==> config.mk <==
export PLATFORM = sky130hd
export DESIGN_NAME = mc_control_unit_flat
export DESIGN_NICKNAME = d
export VERILOG_FILES = /design/src/rtl/mc_ctrl_pkg.sv /design/src/rtl/mc_control_unit_if.sv /design/src/rtl/mc_ctrl_decode.sv /design/src/rtl/mc_control_unit.sv /design/src/flat_wrapper.sv
export SDC_FILE = /design/constraint.sdc
export NUM_CORES = 1
export LEC_CHECK = 0
export CORE_AREA = 2 2 39 41
export CTS_BUF_LIST = sky130_fd_sc_hd__clkbuf_16
export DETAILED_ROUTE_END_ITERATION = 16
export DIE_AREA = 0 0 41 43
export PLACE_DENSITY_LB_ADDON = 0.15
export SYNTH_ARGS = -nofsm -noshare
export SYNTH_HDL_FRONTEND = slang
export SYNTH_SLANG_ARGS = --single-unit
==> constraint.sdc <==
create_clock -name clk -period 3.15 [get_ports clk]
set_input_delay 0.945 -clock clk [delete_from_list [all_inputs] [get_ports clk]]
set_output_delay 0.945 -clock clk [all_outputs]
set_load 0.005 [all_outputs]
==> src/rtl/mc_ctrl_pkg.sv <==
// Shared encodings for the accumulator-processor control unit.
package mc_ctrl_pkg;

  localparam int OPC_W = 3;
  localparam int ST_W  = 3;

  localparam logic [OPC_W-1:0] OP_LDA = 3'b000;
  localparam logic [OPC_W-1:0] OP_STA = 3'b001;
  localparam logic [OPC_W-1:0] OP_ADD = 3'b010;
  localparam logic [OPC_W-1:0] OP_SUB = 3'b011;
  localparam logic [OPC_W-1:0] OP_INP = 3'b100;
  localparam logic [OPC_W-1:0] OP_OUT = 3'b101;
  localparam logic [OPC_W-1:0] OP_JMP = 3'b110;
  localparam logic [OPC_W-1:0] OP_JZ  = 3'b111;

  typedef enum logic [ST_W-1:0] {
    S_FETCH  = 3'd0,
    S_DECODE = 3'd1,
    S_MEMRD  = 3'd2,
    S_MEMWR  = 3'd3,
    S_INLD   = 3'd4,
    S_OUTLD  = 3'd5,
    S_JUMP   = 3'd6,
    S_UNUSED = 3'd7
  } state_t;

  localparam logic [1:0] ASRC_MEM = 2'b00;
  localparam logic [1:0] ASRC_ALU = 2'b01;
  localparam logic [1:0] ASRC_IN  = 2'b10;

endpackage

==> src/rtl/mc_control_unit_if.sv <==
// Control-unit <-> datapath bundle: opcode/flag in, strobes and selects out.
interface mc_control_unit_if;
  import mc_ctrl_pkg::*;

  logic [OPC_W-1:0] opcode;
  logic             acc_zero;
  logic             pc_write;
  logic             pc_src;
  logic             ir_write;
  logic             iord;
  logic             mem_wr;
  logic             aload;
  logic [1:0]       a_src;
  logic             alu_op;
  logic             out_load;
  logic             instr_done;
  logic [ST_W-1:0]  state;

  // Controller side
  modport master (
    input  opcode, acc_zero,
    output pc_write, pc_src, ir_write, iord, mem_wr, aload,
           a_src, alu_op, out_load, instr_done, state
  );

  // Datapath side
  modport slave (
    output opcode, acc_zero,
    input  pc_write, pc_src, ir_write, iord, mem_wr, aload,
           a_src, alu_op, out_load, instr_done, state
  );
endinterface

==> src/rtl/mc_ctrl_decode.sv <==
// Combinational state/opcode to strobe decoder. Strobes are gated off
// while reset is low so an aborted instruction leaves no partial write.
module mc_ctrl_decode
  import mc_ctrl_pkg::*;
(
  input  state_t           state,
  input  logic [OPC_W-1:0] opcode,
  input  logic             acc_zero,
  input  logic             reset,
  output logic             pc_write,
  output logic             pc_src,
  output logic             ir_write,
  output logic             iord,
  output logic             mem_wr,
  output logic             aload,
  output logic [1:0]       a_src,
  output logic             alu_op,
  output logic             out_load,
  output logic             instr_done
);

  logic pc_write_raw;
  logic ir_write_raw;
  logic mem_wr_raw;
  logic aload_raw;
  logic out_load_raw;
  logic instr_done_raw;

  // Moore decode; acc_zero only matters in DECODE for a not-taken JZ
  always_comb begin
    pc_write_raw   = 1'b0;
    pc_src         = 1'b0;
    ir_write_raw   = 1'b0;
    iord           = 1'b0;
    mem_wr_raw     = 1'b0;
    aload_raw      = 1'b0;
    a_src          = ASRC_MEM;
    alu_op         = 1'b0;
    out_load_raw   = 1'b0;
    instr_done_raw = 1'b0;
    case (state)
      S_FETCH: begin
        ir_write_raw = 1'b1;
        pc_write_raw = 1'b1;
      end
      S_DECODE: begin
        instr_done_raw = (opcode == OP_JZ) && !acc_zero;
      end
      S_MEMRD: begin
        iord           = 1'b1;
        aload_raw      = 1'b1;
        a_src          = (opcode == OP_LDA) ? ASRC_MEM : ASRC_ALU;
        alu_op         = opcode[0];
        instr_done_raw = 1'b1;
      end
      S_MEMWR: begin
        iord           = 1'b1;
        mem_wr_raw     = 1'b1;
        instr_done_raw = 1'b1;
      end
      S_INLD: begin
        aload_raw      = 1'b1;
        a_src          = ASRC_IN;
        instr_done_raw = 1'b1;
      end
      S_OUTLD: begin
        out_load_raw   = 1'b1;
        instr_done_raw = 1'b1;
      end
      S_JUMP: begin
        pc_write_raw   = 1'b1;
        pc_src         = 1'b1;
        instr_done_raw = 1'b1;
      end
      default: begin
      end
    endcase
  end

  // Reset overrides every strobe combinationally
  always_comb begin
    pc_write   = pc_write_raw   & reset;
    ir_write   = ir_write_raw   & reset;
    mem_wr     = mem_wr_raw     & reset;
    aload      = aload_raw      & reset;
    out_load   = out_load_raw   & reset;
    instr_done = instr_done_raw & reset;
  end

endmodule

==> src/rtl/mc_control_unit.sv <==
// Multi-cycle control FSM for the 8-bit accumulator processor.
module mc_control_unit
  import mc_ctrl_pkg::*;
(
  input  logic               clk,
  input  logic               reset,
  mc_control_unit_if.master  bus
);

  state_t state_q;
  state_t state_d;

  // Next-state: opcode dispatch in DECODE, everything else returns to FETCH
  always_comb begin
    state_d = S_FETCH;
    case (state_q)
      S_FETCH: state_d = S_DECODE;
      S_DECODE: begin
        case (bus.opcode)
          OP_LDA, OP_ADD, OP_SUB: state_d = S_MEMRD;
          OP_STA:                 state_d = S_MEMWR;
          OP_INP:                 state_d = S_INLD;
          OP_OUT:                 state_d = S_OUTLD;
          OP_JMP:                 state_d = S_JUMP;
          default:                state_d = bus.acc_zero ? S_JUMP : S_FETCH;
        endcase
      end
      default: state_d = S_FETCH;
    endcase
  end

  // State register with synchronous active-low reset
  always_ff @(posedge clk) begin
    if (!reset) state_q <= S_FETCH;
    else        state_q <= state_d;
  end

  mc_ctrl_decode u_decode (
    .state      (state_q),
    .opcode     (bus.opcode),
    .acc_zero   (bus.acc_zero),
    .reset      (reset),
    .pc_write   (bus.pc_write),
    .pc_src     (bus.pc_src),
    .ir_write   (bus.ir_write),
    .iord       (bus.iord),
    .mem_wr     (bus.mem_wr),
    .aload      (bus.aload),
    .a_src      (bus.a_src),
    .alu_op     (bus.alu_op),
    .out_load   (bus.out_load),
    .instr_done (bus.instr_done)
  );

  assign bus.state = state_q;

endmodule

==> src/flat_wrapper.sv <==
// flat-port wrapper written by rule: the top's interface ports become plain ports
module mc_control_unit_flat import mc_ctrl_pkg::*;
  (clk, reset, bus_opcode, bus_acc_zero, bus_pc_write, bus_pc_src, bus_ir_write, bus_iord, bus_mem_wr, bus_aload, bus_a_src, bus_alu_op, bus_out_load, bus_instr_done, bus_state);
  mc_control_unit_if bus_i ();
  input  logic clk;
  input  logic reset;
  input wire logic [$bits(bus_i.opcode)-1:0] bus_opcode;
  input wire logic [$bits(bus_i.acc_zero)-1:0] bus_acc_zero;
  output wire logic [$bits(bus_i.pc_write)-1:0] bus_pc_write;
  output wire logic [$bits(bus_i.pc_src)-1:0] bus_pc_src;
  output wire logic [$bits(bus_i.ir_write)-1:0] bus_ir_write;
  output wire logic [$bits(bus_i.iord)-1:0] bus_iord;
  output wire logic [$bits(bus_i.mem_wr)-1:0] bus_mem_wr;
  output wire logic [$bits(bus_i.aload)-1:0] bus_aload;
  output wire logic [$bits(bus_i.a_src)-1:0] bus_a_src;
  output wire logic [$bits(bus_i.alu_op)-1:0] bus_alu_op;
  output wire logic [$bits(bus_i.out_load)-1:0] bus_out_load;
  output wire logic [$bits(bus_i.instr_done)-1:0] bus_instr_done;
  output wire logic [$bits(bus_i.state)-1:0] bus_state;
  assign bus_i.opcode = bus_opcode;
  assign bus_i.acc_zero = bus_acc_zero;
  assign bus_pc_write = bus_i.pc_write;
  assign bus_pc_src = bus_i.pc_src;
  assign bus_ir_write = bus_i.ir_write;
  assign bus_iord = bus_i.iord;
  assign bus_mem_wr = bus_i.mem_wr;
  assign bus_aload = bus_i.aload;
  assign bus_a_src = bus_i.a_src;
  assign bus_alu_op = bus_i.alu_op;
  assign bus_out_load = bus_i.out_load;
  assign bus_instr_done = bus_i.instr_done;
  assign bus_state = bus_i.state;
  mc_control_unit u_core (.clk(clk), .reset(reset), .bus(bus_i));
endmodule
==> flow_summary.json <==
{
  "total_power_uw": 291.3,
  "synth_enable_flop_cells": 0,
  "cts.sinks": 3,
  "yosysWarnings": 0,
  "min_period_ns": 3.011,
  "min-delay-start": "u_core.bus.state[0]$_SDFF_PN0_",
  "crit_path_cell_trace": "clkdlybuf4s50_1, nand4b_1, o21ai_1, and3_1, dlygate4sd2_1",
  "antenna_found_initial": 0,
  "synthCells": 34,
  "cts_setup_buffers": 0,
  "holdCritPathClass": "flop to flop",
  "dr.pass1.iters": 1,
  "numCtsBuffers": 3,
  "num_rows": 14,
  "clock_path_buffers": 2,
  "utilization": 0.3761,
  "maxCapViolations": 0,
  "synth_top_cell_area_share": 0.2712,
  "synth.area.top_cells": "dfxtp_1, nor2_1, nor3_1",
  "cts_hold_buf": 0,
  "cp.arrival_ns": 2.07,
  "post-route-period-util": 0.9558,
  "largest_register_ff_count": 3,
  "die_x_um": 41,
  "synthesis.nets": 40,
  "leakage_nw": 0.2306,
  "via_count": 305,
  "yosysMostFrequentCell": "nor2_1",
  "reg2reg_depth": 3,
  "yosys.area.top_type": "dfxtp_1",
  "synth_cell_type_count": 17,
  "ios": 20,
  "clkLatencyLatePin_ns": 0.22,
  "fin_nets": 66,
  "slowest_delay_ns": 0.41,
  "globalplace.congestion": 0.6879,
  "root_buffer": "clkbuf_16",
  "num_antenna_cells": 0,
  "start_util": 0.1600,
  "drt_wl_total_um": 714,
  "drive_above_1_share": 0.1525,
  "skew_ns": 0.001704,
  "die_h_um": 43,
  "drt-initial-drc-count": 0,
  "core_um2": 1384,
  "grt_max_degree": 11,
  "die-area_um2": 1763,
  "crit_required_ns": 2.20,
  "dp_hpwl_um": 546.9,
  "crit_path_end_kind": "output port",
  "async_flop_share": 0,
  "rsz0062_at_grt": "false",
  "drc": 0,
  "reg2reg_from": "u_core.bus.state[1]$_SDFF_PN0_",
  "ys.flop_type": "dfxtp_1",
  "min_delay_path_depth": 2,
  "track_usage": 0.09328,
  "ys_ff_latch": 3,
  "htreeDepth": 1,
  "wl_per_cell_um": 9.520,
  "synth_area_um2": 221.5,
  "start_kind": "primary input",
  "ant_nets": 0,
  "port_buffers": 19,
  "clk_pin_slew_ns": 0.03,
  "viasPerCell": 4.067,
  "max-vdd-ir-drop_v": 0.0003080,
  "worst_pin_slew_ns": 0.3233,
  "ys_seq_area_frac": 0.2712,
  "setup_viol_count_final": 0,
  "status": "complete, no violations",
  "timing.fmax_mhz": 332.1,
  "grt_pass1_vias": 303,
  "hold_violations": 0,
  "hold_end": "u_core.bus.state[2]$_SDFF_PN0_",
  "regToRegEndpoint": "u_core.bus.state[1]$_SDFF_PN0_",
  "ys_top_cells_by_count": "nor2_1, nand2_1, dfxtp_1, nor3_1",
  "slew-limit-headroom": 0.7842,
  "critical_path.slowest_cell": "clkdlybuf4s50_1",
  "r2r_slack_ns": 2.25,
  "slew_viol_final": 0,
  "grt_pass1_wl_um": 1152,
  "cts_tree": "done",
  "area_delta_synth_final_pct": 135.0,
  "powerDensity_nw_per_um2": 559.7,
  "grt_remaining_overflow": 0,
  "avgSynthCellArea_um2": 6.514,
  "crit_type": "primary input to output port",
  "path_max_fanout": 2
}
## metrics by stage
| step | setup WS, ns | instance area (um2) | setup TNS, ns | cells | hold WS, ns |
|---|---|---|---|---|---|
| 3_5_place_dp | -0.1658 | 446.7 | -0.3263 | 71 | 0.6266 |
| 6_report | 0.1391 | 520.5 | 0 | 75 | 0.6204 |
| 4_1_cts | 0.1214 | 520.5 | 0 | 75 | 0.6341 |
| 2_1_floorplan | 0.8215 | 221.5 | 0 | 34 | 0.6171 |
| 3_3_place_gp | -0.1359 | 446.7 | -0.3831 | 71 | 0.6178 |
| 5_1_grt | 0.004300 | 520.5 | 0 | 75 | 0.6842 |
## worst max-delay path: cells and delay by family
family / cells / cell delay [ns]
compound gates: 1 / 0.14
buf+inv: 2 / 0.63
simple gates: 2 / 0.35
## power breakdown
group	switching (mW)	leakage, nW	total [mW]	internal [mW]
clock network	0.0338	0.0423	0.197	0.164
registers	0.00567	0.0247	0.0469	0.0412
logic	0.0182	0.164	0.0470	0.0289
total	0.0576	0.231	0.291	0.234
## worst max path at each step
stage	startpoint	to	slack (ns)	cells after the start
3_5_place_dp	bus_opcode[0]	bus_instr_done	-0.17	5
5_1_grt	bus_acc_zero	bus_instr_done	0.004	5
6_report	bus_acc_zero	bus_instr_done	0.14	5
4_1_cts	bus_acc_zero	bus_instr_done	0.12	5
2_1_floorplan	bus_acc_zero	bus_instr_done	0.82	3
3_3_place_gp	bus_opcode[0]	bus_instr_done	-0.14	5
## cell families after synthesis
logic type,after synthesis,synth area share
flip-flops,3,0.2712
AND/OR/NAND/NOR,22,0.5311
buffers and inverters,4,0.08475
AO/OA/AOI/OAI,5,0.1130
## metal layers
metal,up-vias,share of wire,GRT usage
met5,-,0,0
met4,0,0,0.04000
met1,131,0.45,0.1186
met2,12,0.47,0.1438
met3,0,0.081,0.02094
li1,162,-,-
## layout make-up
type / instances / area, um2
Multi-Input combinational cell: 27 / 142.6
Fill cell: 151 / 863.3
Clock buffer: 3 / 75.07
Timing Repair Buffer: 22 / 207.7
Inverter: 3 / 11.26
Tap cell: 16 / 20.02
Sequential cell: 3 / 60.06
Clock inverter: 1 / 3.754
## timing repair
item / 4_1_cts / 5_1_grt
hold endpoints to repair: 0 / 0
gates resized for setup: 4 / 0
gates cloned: 0 / 0
endpoints found under the setup margin: 6 / 1
pin swaps: 2 / 1
## layout by cell type (no fill, tap or decap), drive strengths merged
cell type      instances
nor3b                  1
nand3                  2
nand2b                 2
inv                    4
buf                    3
nor2                   6
clkdlybuf4s50         15
dfxtp                  3
dlygate4sd2            4
nor3                   3
nor2b                  1
nand4b                 1
and3                   2
clkbuf                 3
a21oi                  2
o21ai                  3
nand2                  4
Note: power is estimated with default switching activity, not from simulation.
